--- config.mk ---
export PLATFORM = sky130hd
export DESIGN_NAME = channel_dispatcher_flat
export DESIGN_NICKNAME = d
export VERILOG_FILES = /design/src/rtl/channel_dispatcher_if.sv /design/src/rtl/channel_dispatcher.sv /design/src/flat_wrapper.sv
export SDC_FILE = /design/constraint.sdc
export NUM_CORES = 1
export LEC_CHECK = 0
export ABC_AREA = 0
export CORE_ASPECT_RATIO = 1.75
export CORE_MARGIN = 2
export CORE_UTILIZATION = 60
export CTS_BUF_LIST = sky130_fd_sc_hd__clkbuf_8
export CTS_CLUSTER_DIAMETER = 100
export DETAILED_ROUTE_END_ITERATION = 8
export PLACE_DENSITY_LB_ADDON = 0.15
export SLEW_MARGIN = 15
export SYNTH_ARGS = -nofsm -noshare
export SYNTH_HDL_FRONTEND = slang
export SYNTH_SLANG_ARGS = --single-unit
--- constraint.sdc ---
create_clock -name clock -period 3.3 [get_ports clock]
set_input_delay 0.66 -clock clock [delete_from_list [all_inputs] [get_ports clock]]
set_output_delay 0.66 -clock clock [all_outputs]
set_load 0.01 [all_outputs]
--- src/rtl/channel_dispatcher_if.sv ---
// Bundle for the dispatcher: one valid/ready input stream with a destination id,
// and eight packed valid/ready output channels with occupancy and an accept counter.
interface channel_dispatcher_if #(
    parameter int DATA_W = 32,
    parameter int DEPTH  = 4
);
    localparam int CW = $clog2(DEPTH) + 1;

    logic                  in_valid;
    logic                  in_ready;
    logic [DATA_W-1:0]     in_data;
    logic [2:0]            in_dest;
    logic [7:0]            out_valid;
    logic [7:0]            out_ready;
    logic [8*DATA_W-1:0]   out_data;
    logic [8*CW-1:0]       ch_count;
    logic [15:0]           accept_cnt;

    modport master (
        output in_valid, in_data, in_dest, out_ready,
        input  in_ready, out_valid, out_data, ch_count, accept_cnt
    );

    modport slave (
        input  in_valid, in_data, in_dest, out_ready,
        output in_ready, out_valid, out_data, ch_count, accept_cnt
    );
endinterface

--- src/rtl/channel_dispatcher.sv ---
// Routes one input stream into eight per-channel circular FIFOs, each draining
// through its own valid/ready output; a stalled channel never blocks the others.
module channel_dispatcher #(
    parameter int DATA_W = 32,
    parameter int DEPTH  = 4
) (
    input  logic                 clock,
    input  logic                 reset,
    channel_dispatcher_if.slave  bus
);
    localparam int AW = $clog2(DEPTH);
    localparam int CW = AW + 1;

    logic [7:0]          w_full;
    logic [7:0]          w_push;
    logic                w_in_ready;
    logic                w_accept;
    logic [8*DATA_W-1:0] w_out_data;
    logic [8*CW-1:0]     w_ch_count;
    logic [7:0]          w_out_valid;
    logic [15:0]         r_accept_cnt;

    // Readiness looks only at the addressed channel, never at in_valid or out_ready.
    assign w_in_ready = ~w_full[bus.in_dest];
    assign w_accept   = bus.in_valid && w_in_ready;

    genvar gi;
    generate
        for (gi = 0; gi < 8; gi++) begin : g_ch
            logic [DATA_W-1:0] r_mem [DEPTH];
            logic [AW-1:0]     r_wptr;
            logic [AW-1:0]     r_rptr;
            logic [CW-1:0]     r_count;
            logic              w_pop;
            logic              w_nonempty;

            assign w_nonempty  = (r_count != '0);
            assign w_full[gi]  = (r_count == CW'(DEPTH));
            assign w_push[gi]  = w_accept && (bus.in_dest == 3'(gi));
            assign w_pop       = w_nonempty && bus.out_ready[gi];

            // Storage has no reset so it can map onto distributed RAM.
            always_ff @(posedge clock) begin
                if (w_push[gi]) begin
                    r_mem[r_wptr] <= bus.in_data;
                end
            end

            always_ff @(posedge clock) begin
                if (reset) begin
                    r_wptr  <= '0;
                    r_rptr  <= '0;
                    r_count <= '0;
                end else begin
                    if (w_push[gi]) begin
                        r_wptr <= r_wptr + AW'(1);
                    end
                    if (w_pop) begin
                        r_rptr <= r_rptr + AW'(1);
                    end
                    case ({w_push[gi], w_pop})
                        2'b10:   r_count <= r_count + CW'(1);
                        2'b01:   r_count <= r_count - CW'(1);
                        default: r_count <= r_count;
                    endcase
                end
            end

            assign w_out_valid[gi]                  = w_nonempty;
            assign w_out_data[gi*DATA_W +: DATA_W]  = w_nonempty ? r_mem[r_rptr] : '0;
            assign w_ch_count[gi*CW +: CW]          = r_count;
        end
    endgenerate

    always_ff @(posedge clock) begin
        if (reset) begin
            r_accept_cnt <= '0;
        end else if (w_accept) begin
            r_accept_cnt <= r_accept_cnt + 16'd1;
        end
    end

    assign bus.in_ready   = w_in_ready;
    assign bus.out_valid  = w_out_valid;
    assign bus.out_data   = w_out_data;
    assign bus.ch_count   = w_ch_count;
    assign bus.accept_cnt = r_accept_cnt;
endmodule

--- src/flat_wrapper.sv ---
// flat-port wrapper written by rule: the top's interface ports become plain ports
module channel_dispatcher_flat 
#(
    parameter int DATA_W = 32,
    parameter int DEPTH  = 4
)
  (clock, reset, bus_in_valid, bus_in_data, bus_in_dest, bus_out_ready, bus_in_ready, bus_out_valid, bus_out_data, bus_ch_count, bus_accept_cnt);
  channel_dispatcher_if #(.DATA_W(DATA_W), .DEPTH(DEPTH)) bus_i ();
  input  logic clock;
  input  logic reset;
  input wire logic [$bits(bus_i.in_valid)-1:0] bus_in_valid;
  input wire logic [$bits(bus_i.in_data)-1:0] bus_in_data;
  input wire logic [$bits(bus_i.in_dest)-1:0] bus_in_dest;
  input wire logic [$bits(bus_i.out_ready)-1:0] bus_out_ready;
  output wire logic [$bits(bus_i.in_ready)-1:0] bus_in_ready;
  output wire logic [$bits(bus_i.out_valid)-1:0] bus_out_valid;
  output wire logic [$bits(bus_i.out_data)-1:0] bus_out_data;
  output wire logic [$bits(bus_i.ch_count)-1:0] bus_ch_count;
  output wire logic [$bits(bus_i.accept_cnt)-1:0] bus_accept_cnt;
  assign bus_i.in_valid = bus_in_valid;
  assign bus_i.in_data = bus_in_data;
  assign bus_i.in_dest = bus_in_dest;
  assign bus_i.out_ready = bus_out_ready;
  assign bus_in_ready = bus_i.in_ready;
  assign bus_out_valid = bus_i.out_valid;
  assign bus_out_data = bus_i.out_data;
  assign bus_ch_count = bus_i.ch_count;
  assign bus_accept_cnt = bus_i.accept_cnt;
  channel_dispatcher #(.DATA_W(DATA_W), .DEPTH(DEPTH)) u_core (.clock(clock), .reset(reset), .bus(bus_i));
endmodule
---- Word-level counts from Yosys, hierarchy flattened ----
Memory sizes are Yosys's and may differ from the RTL's. A register that Yosys moved wholly into a read port is not among the register bits.
Index checks and enable logic that the tools add are counted.
W data, S select, Z words.
word-level totals
  register bits after elaboration ......... 72
  RAM bits ................................ 1024
  input bits .............................. 46
  output and inout bits ................... 305
  logic and storage cells ................. 183
  memories ................................ 8
memory list
  memory                words  bits a word  rd ports  clocked after memory_dff  write ports  RTL line                  source
  u_core.g_ch[0].r_mem  4      32           1         1                         1            channel_dispatcher.sv:30  logic [DATA_W-1:0] r_mem [DEPTH];
  u_core.g_ch[1].r_mem  4      32           1         1                         1            channel_dispatcher.sv:30
  u_core.g_ch[2].r_mem  4      32           1         1                         1            channel_dispatcher.sv:30
  u_core.g_ch[3].r_mem  4      32           1         1                         1            channel_dispatcher.sv:30
  u_core.g_ch[4].r_mem  4      32           1         1                         1            channel_dispatcher.sv:30
  u_core.g_ch[5].r_mem  4      32           1         1                         1            channel_dispatcher.sv:30
  2 more memories       -      -            -         -                         -            -
cells by class
  add/sub/neg operators ................... 33
  order comparisons ....................... 1
  equal/unequal tests ..................... 31
  muxes and demuxes ....................... 50
  bitwise gates (word level) .............. 1
  reduce and logical (&&, ||, !) cells .... 34
operators with widths
  operator                 count
  $mux W32                 8
  $pmux W3 S2              8
  $eq A3 B3 Y1 const B     12
  $add A2 B1 Y2 const B    16
  $mux W2                  16
  $add A3 B1 Y3 const B    8
  $reduce_bool A3 Y1       8
  $sub A3 B1 Y3 const B    8
  $logic_and A1 B1 Y1      17
  $mux W1                  17
  $add A16 B1 Y16 const B  1
  $eq A2 B1 Y1 const B     8
  $eq A2 B2 Y1 const B     8
  $reduce_bool A2 Y1       8
  $eq A3 B2 Y1 const B     2
  $lt A3 B4 Y1 const B     1
  $bmux W1 S3              1
  $eq A3 B1 Y1 const B     1
  $logic_not A3 Y1         1
  $not A1 Y1               1

---- Depth between registers and ports, before layout ----
Gate-level depths: netlist (run 1).
  depth in word-level cells ............... 8
  depth in mapped cells ................... 12
  gate-level depth less buffers ........... 10

---- Worst setup path before layout (run 1) ----
OpenSTA, ideal clock, no wires.
  kind .................................... input to register
  start point ............................. in bus_in_dest[1]
  end point ............................... mem u_core.g_ch[7].r_mem[0][0] (enable)
  setup time .............................. 392 ps
  arrival time ............................ 2510 ps
  data required time ...................... 2908 ps
  slack ................................... 398 ps
  stages .................................. 7
  path buffers ............................ 3
  cells stage by stage .................... and2_1 clkbuf_2 a31oi_4 and3_1 buf_4 clkbuf_2 and3_1
on the way
  cells in the longest elaborated chain, start to end .. 7
  elaborated cells between the ends (all ways) .. 8
  classes of those cells .................. eq/ne (1); mux (4); bitwise (1); reduce/logical (2)
ends and longest elaborated chain
  element                          RTL line                  source
  start: declaration               flat_wrapper.sv:13        input wire logic [$bits(bus_i.in_dest)-1:0] bus_in_dest;
  $bmux W1 S3                      channel_dispatcher.sv:24  assign w_in_ready = ~w_full[bus.in_dest];
  $mux W1 (implied by the code)    channel_dispatcher.sv:24
  $not A1 Y1                       channel_dispatcher.sv:24
  $logic_and A1 B1 Y1              channel_dispatcher.sv:25  assign w_accept = bus.in_valid && w_in_ready;
  $logic_and A1 B1 Y1 *            channel_dispatcher.sv:39  assign w_push[gi] = w_accept && (bus.in_dest == 3'(gi));
  $mux W1 *                        channel_dispatcher.sv:44  if (w_push[gi]) begin
  $mux W1 (implied by the code) *  channel_dispatcher.sv:45  r_mem[r_wptr] <= bus.in_data;
  end: declaration                 channel_dispatcher.sv:30
Mark *: on every way between the ends. The rest lies on a longest branch, timed or not. The select of a mux whose other input is x is not followed.

==> results of run 1 <==
## worst max path at each step
stage | endpoint | slack (ns) | depth (start not counted)
CTS | bus_out_data[7] | -0.03 | 4
finish | bus_out_data[152] | 0.1 | 5
floorplan | u_core.g_ch[7].r_mem[0][0] | 0.40 | 7
global placement | bus_in_ready | 0.04 | 6
detailed placement | u_core.g_ch[0].r_count[2] | -0.13 | 12
global route | bus_out_data[74] | -0.002 | 4
## routing by layer
layer	up-vias	part of all wire, %
li1	9455	-
met1	11500	38
met2	978	50
met3	194	7.5
met4	2	4.4
met5	-	0.0088
## flip-flops by register name (all words and copies together) (netlist names), named ones only
register,flops
u_core.g_ch.r_rptr,16
u_core.g_ch.r_wptr,16
u_core.g_ch.r_count,24
u_core.bus.accept_cnt,16
u_core.g_ch.r_mem,1024
## final cells by class
cell class,instances,share of cell area [%]
repair buffers,465,9.59
inverters,46,0.333
diodes,8,0.0387
multi-input cells,876,19.5
clock buffers,158,4.20
well taps,924,2.23
flip-flops and latches,1112,62.8
clock inverters,108,1.23
## stage by stage
stage          hold WS [ns]  utilization [%]  instances
2_1_floorplan         0.485                -       2143
3_3_place_gp          0.499             67.6       3390
3_5_place_dp          0.516             67.6       3390
4_1_cts               0.422             72.3       3687
5_1_grt               0.498             72.3       3690
6_report              0.495             72.4       3697
## worst max-delay path, stage by stage (launching register included)
cell	delay, ns
dfxtp_4	0.45
buf_16	0.16
buf_4	0.13
mux4_2	0.50
and2_1	0.22
dlygate4sd2_1	0.30
## cell usage in the layout, fill, tap and decap left out, types with 9 or more instances in the layout
cell type	count
a21oi_1	20
and2_1	277
and3_1	14
buf_12	45
buf_16	11
buf_2	32
buf_4	42
buf_6	9
clkbuf_8	158
clkdlybuf4s50_1	101
clkinv_1	24
clkinv_2	29
dfxtp_1	78
dlygate4sd2_1	214
edfxtp_1	1024
ha_1	41
inv_1	91
mux2_1	11
mux4_2	256
nand2_1	14
nand4_1	10
nor2_1	81
nor2b_1	15
o21ai_0	9
or3_1	14
xnor2_1	16
xor2_1	24
## cell families after synthesis
| kind of cell | Yosys count |
|---|---|
| flops | 1112 |
| simple gates | 462 |
| mux | 278 |
| buf+inv | 155 |
| fa+ha+maj | 49 |
| compound gates | 47 |
| xor+xnor | 40 |
## cell usage after synthesis (2+ instances only)
master / n
edfxtp_1: 1024
and2_1: 281
mux4_2: 256
dfxtp_1: 88
nor2_1: 81
clkbuf_1: 55
inv_1: 46
ha_1: 41
buf_2: 28
xor2_1: 24
and3_1: 22
a21oi_1: 20
or3_1: 16
xnor2_1: 16
nor2b_1: 15
nand2_1: 14
buf_1: 12
mux2_1: 11
buf_4: 10
nand4_1: 10
o21ai_0: 9
a21oi_2: 8
fa_1: 8
mux2i_1: 8
nand3_1: 8
and4_1: 5
mux2_2: 3
a211oi_2: 2
buf_6: 2
clkbuf_2: 2
nor3_1: 2
nor3b_1: 2
## report_power, final
group          switching, mW  total, mW  internal [mW]
clock network           4.88       9.86           4.98
registers              0.126       15.6           15.5
logic                   1.70       3.30           1.60
total                   6.70       28.8           22.1
## repair_timing
action / CTS / global route
resized for setup: 255 / 3
setup buffers: 14 / 2
cloned: 17 / 0
endpoints found under the setup margin: 258 / 3
pin swaps: 2 / 2
==> results.cfg, run 1 <==
[floorplanning]
rows = 130
die_area_sq_mm = 0.0743
fp.dieH_um = 359
pin_count = 351
coreArea_sq_mm = 0.0716
start_util_pct = 60.4
dieWidth_um = 207

[setup_path]
ff2ff_setup_slack_ns = 0.62
end_kind = output port
cp_max_fo = 8
worstPathRequired_ns = 2.64
r2r_cells = 10
crit_path_start_kind = flop
crit_arrival_ns = 2.54
criticalPathCategory = flop to output port
r2r_end = u_core.g_ch[0].r_count[2]
worstReg2RegStart = u_core.g_ch[0].r_count[0]

[yosys]
yosys.area_share.simple_pct = 6.21
synth_cell_types = 46
synth.area.top_cells = edfxtp_1 71%, mux4_2 13%, dfxtp_1 4.1%
synth_compound_area_share_pct = 0.842
synth-adder-area-share_pct = 1.56
syn_nets = 2238
yosys_warnings = 0
synth_cells = 2143
synth_top_area_cell = edfxtp_1
synth-seq-cells = 1112
synthArstFlopShare_pct = 0
synth_top_area_share_pct = 71.1
synth_edf_count = 1024
dominantRegCellSynth = edfxtp_1
synthXorXnorAreaFrac_pct = 0.810
synth_top_family_by_area = multiplexers
muxShareOfSynthArea_pct = 13.9
synth_area_sq_mm = 0.0433
ys_seq_area_share_pct = 75.2
syn_avg_cell_area_sq_um = 20.2

[detailed_routing]
vias = 22100
wl_per_cell_um = 27.6
drt_wl_total_um = 102000
drtIter0Drc = 2162
first_pass_iters = 7
via_per_inst = 5.99
drtAntennaViolNets = 0
route.detailed.drc = 0

[sta]
max_slew_margin_pct = 31.0
fin_setup_tns_ns = 0
drv_slew = 0
finalCritPeriodShare_pct = 97.1
skew_ns = 0.0354
finalHoldViolations = 0
fin_crit_ns = 3.20
tightestPinTransition_ns = 1.04
clock.fmax_ghz = 0.312
finalWorstSetupSlack_ns = 0.0955
setup_violations = 0

[clock_tree]
htreeDepth = 4
cts.sinks = 1112
cts.root.buffer_cell = clkbuf_8
ctsHoldBuffers = 0
cts.clk_slew.worst_paths_ns = 0.07
clk-insertion-delay-late_ns = 0.78
cts_buffer_depth = 3
cts_tree = yes
numCtsBuffers = 150

[cells_and_area]
n_fill_cell = 4393
final_area_sq_mm = 0.0518
drive_gt1_share_pct = 23.4
multi_input_area_sq_mm = 0.0101
finish.net_count = 2746
regArea_sq_mm = 0.0325
syn2layout_area_growth_pct = 19.7

[outcome]
status = completed

[grt]
grtUsageMet3_pct = 6.18
met1_usage_pct = 37.0
grt_max_degree = 86
antenna_found_initial = 6
use_met2_pct = 45.8
grt_pass1_vias = 23300
grt.busiest_layer = met2
grtUsageTotal_pct = 28.2
grt_first_pass_wirelength_um = 148000
grt_overflow = 0

[placement]
hpwl_um = 59000
gp_congestion = 0.796
numPortBuffers = 350
post_dp_cell_area_sq_mm = 0.0484
dp_slack_ns = -0.132

[power]
cellPowerDensity_mw_per_mm2 = 556
leakagePower_nw = 17.9
ir_drop_mv = 0.368
total_power_mw = 28.8

[hold_path]
min_to = u_core.g_ch[7].r_wptr[1]
min_from = reset
hold_depth = 2
holdCritPathClass = primary input to flop

[run]
maxCapViolCount = 0
(Power assumes the default switching activity.)
==> run 2, diff against run 1 <==
--- a/config.mk
+++ b/config.mk
@@ -12,6 +12,7 @@
 export CTS_BUF_LIST = sky130_fd_sc_hd__clkbuf_8
 export CTS_CLUSTER_DIAMETER = 100
 export DETAILED_ROUTE_END_ITERATION = 8
+export GPL_ROUTABILITY_DRIVEN = 0
 export PLACE_DENSITY_LB_ADDON = 0.15
 export SLEW_MARGIN = 15
 export SYNTH_ARGS = -nofsm -noshare
==> results of run 2 <==
Final layout, timing and power as in run 1 (identical DEF).
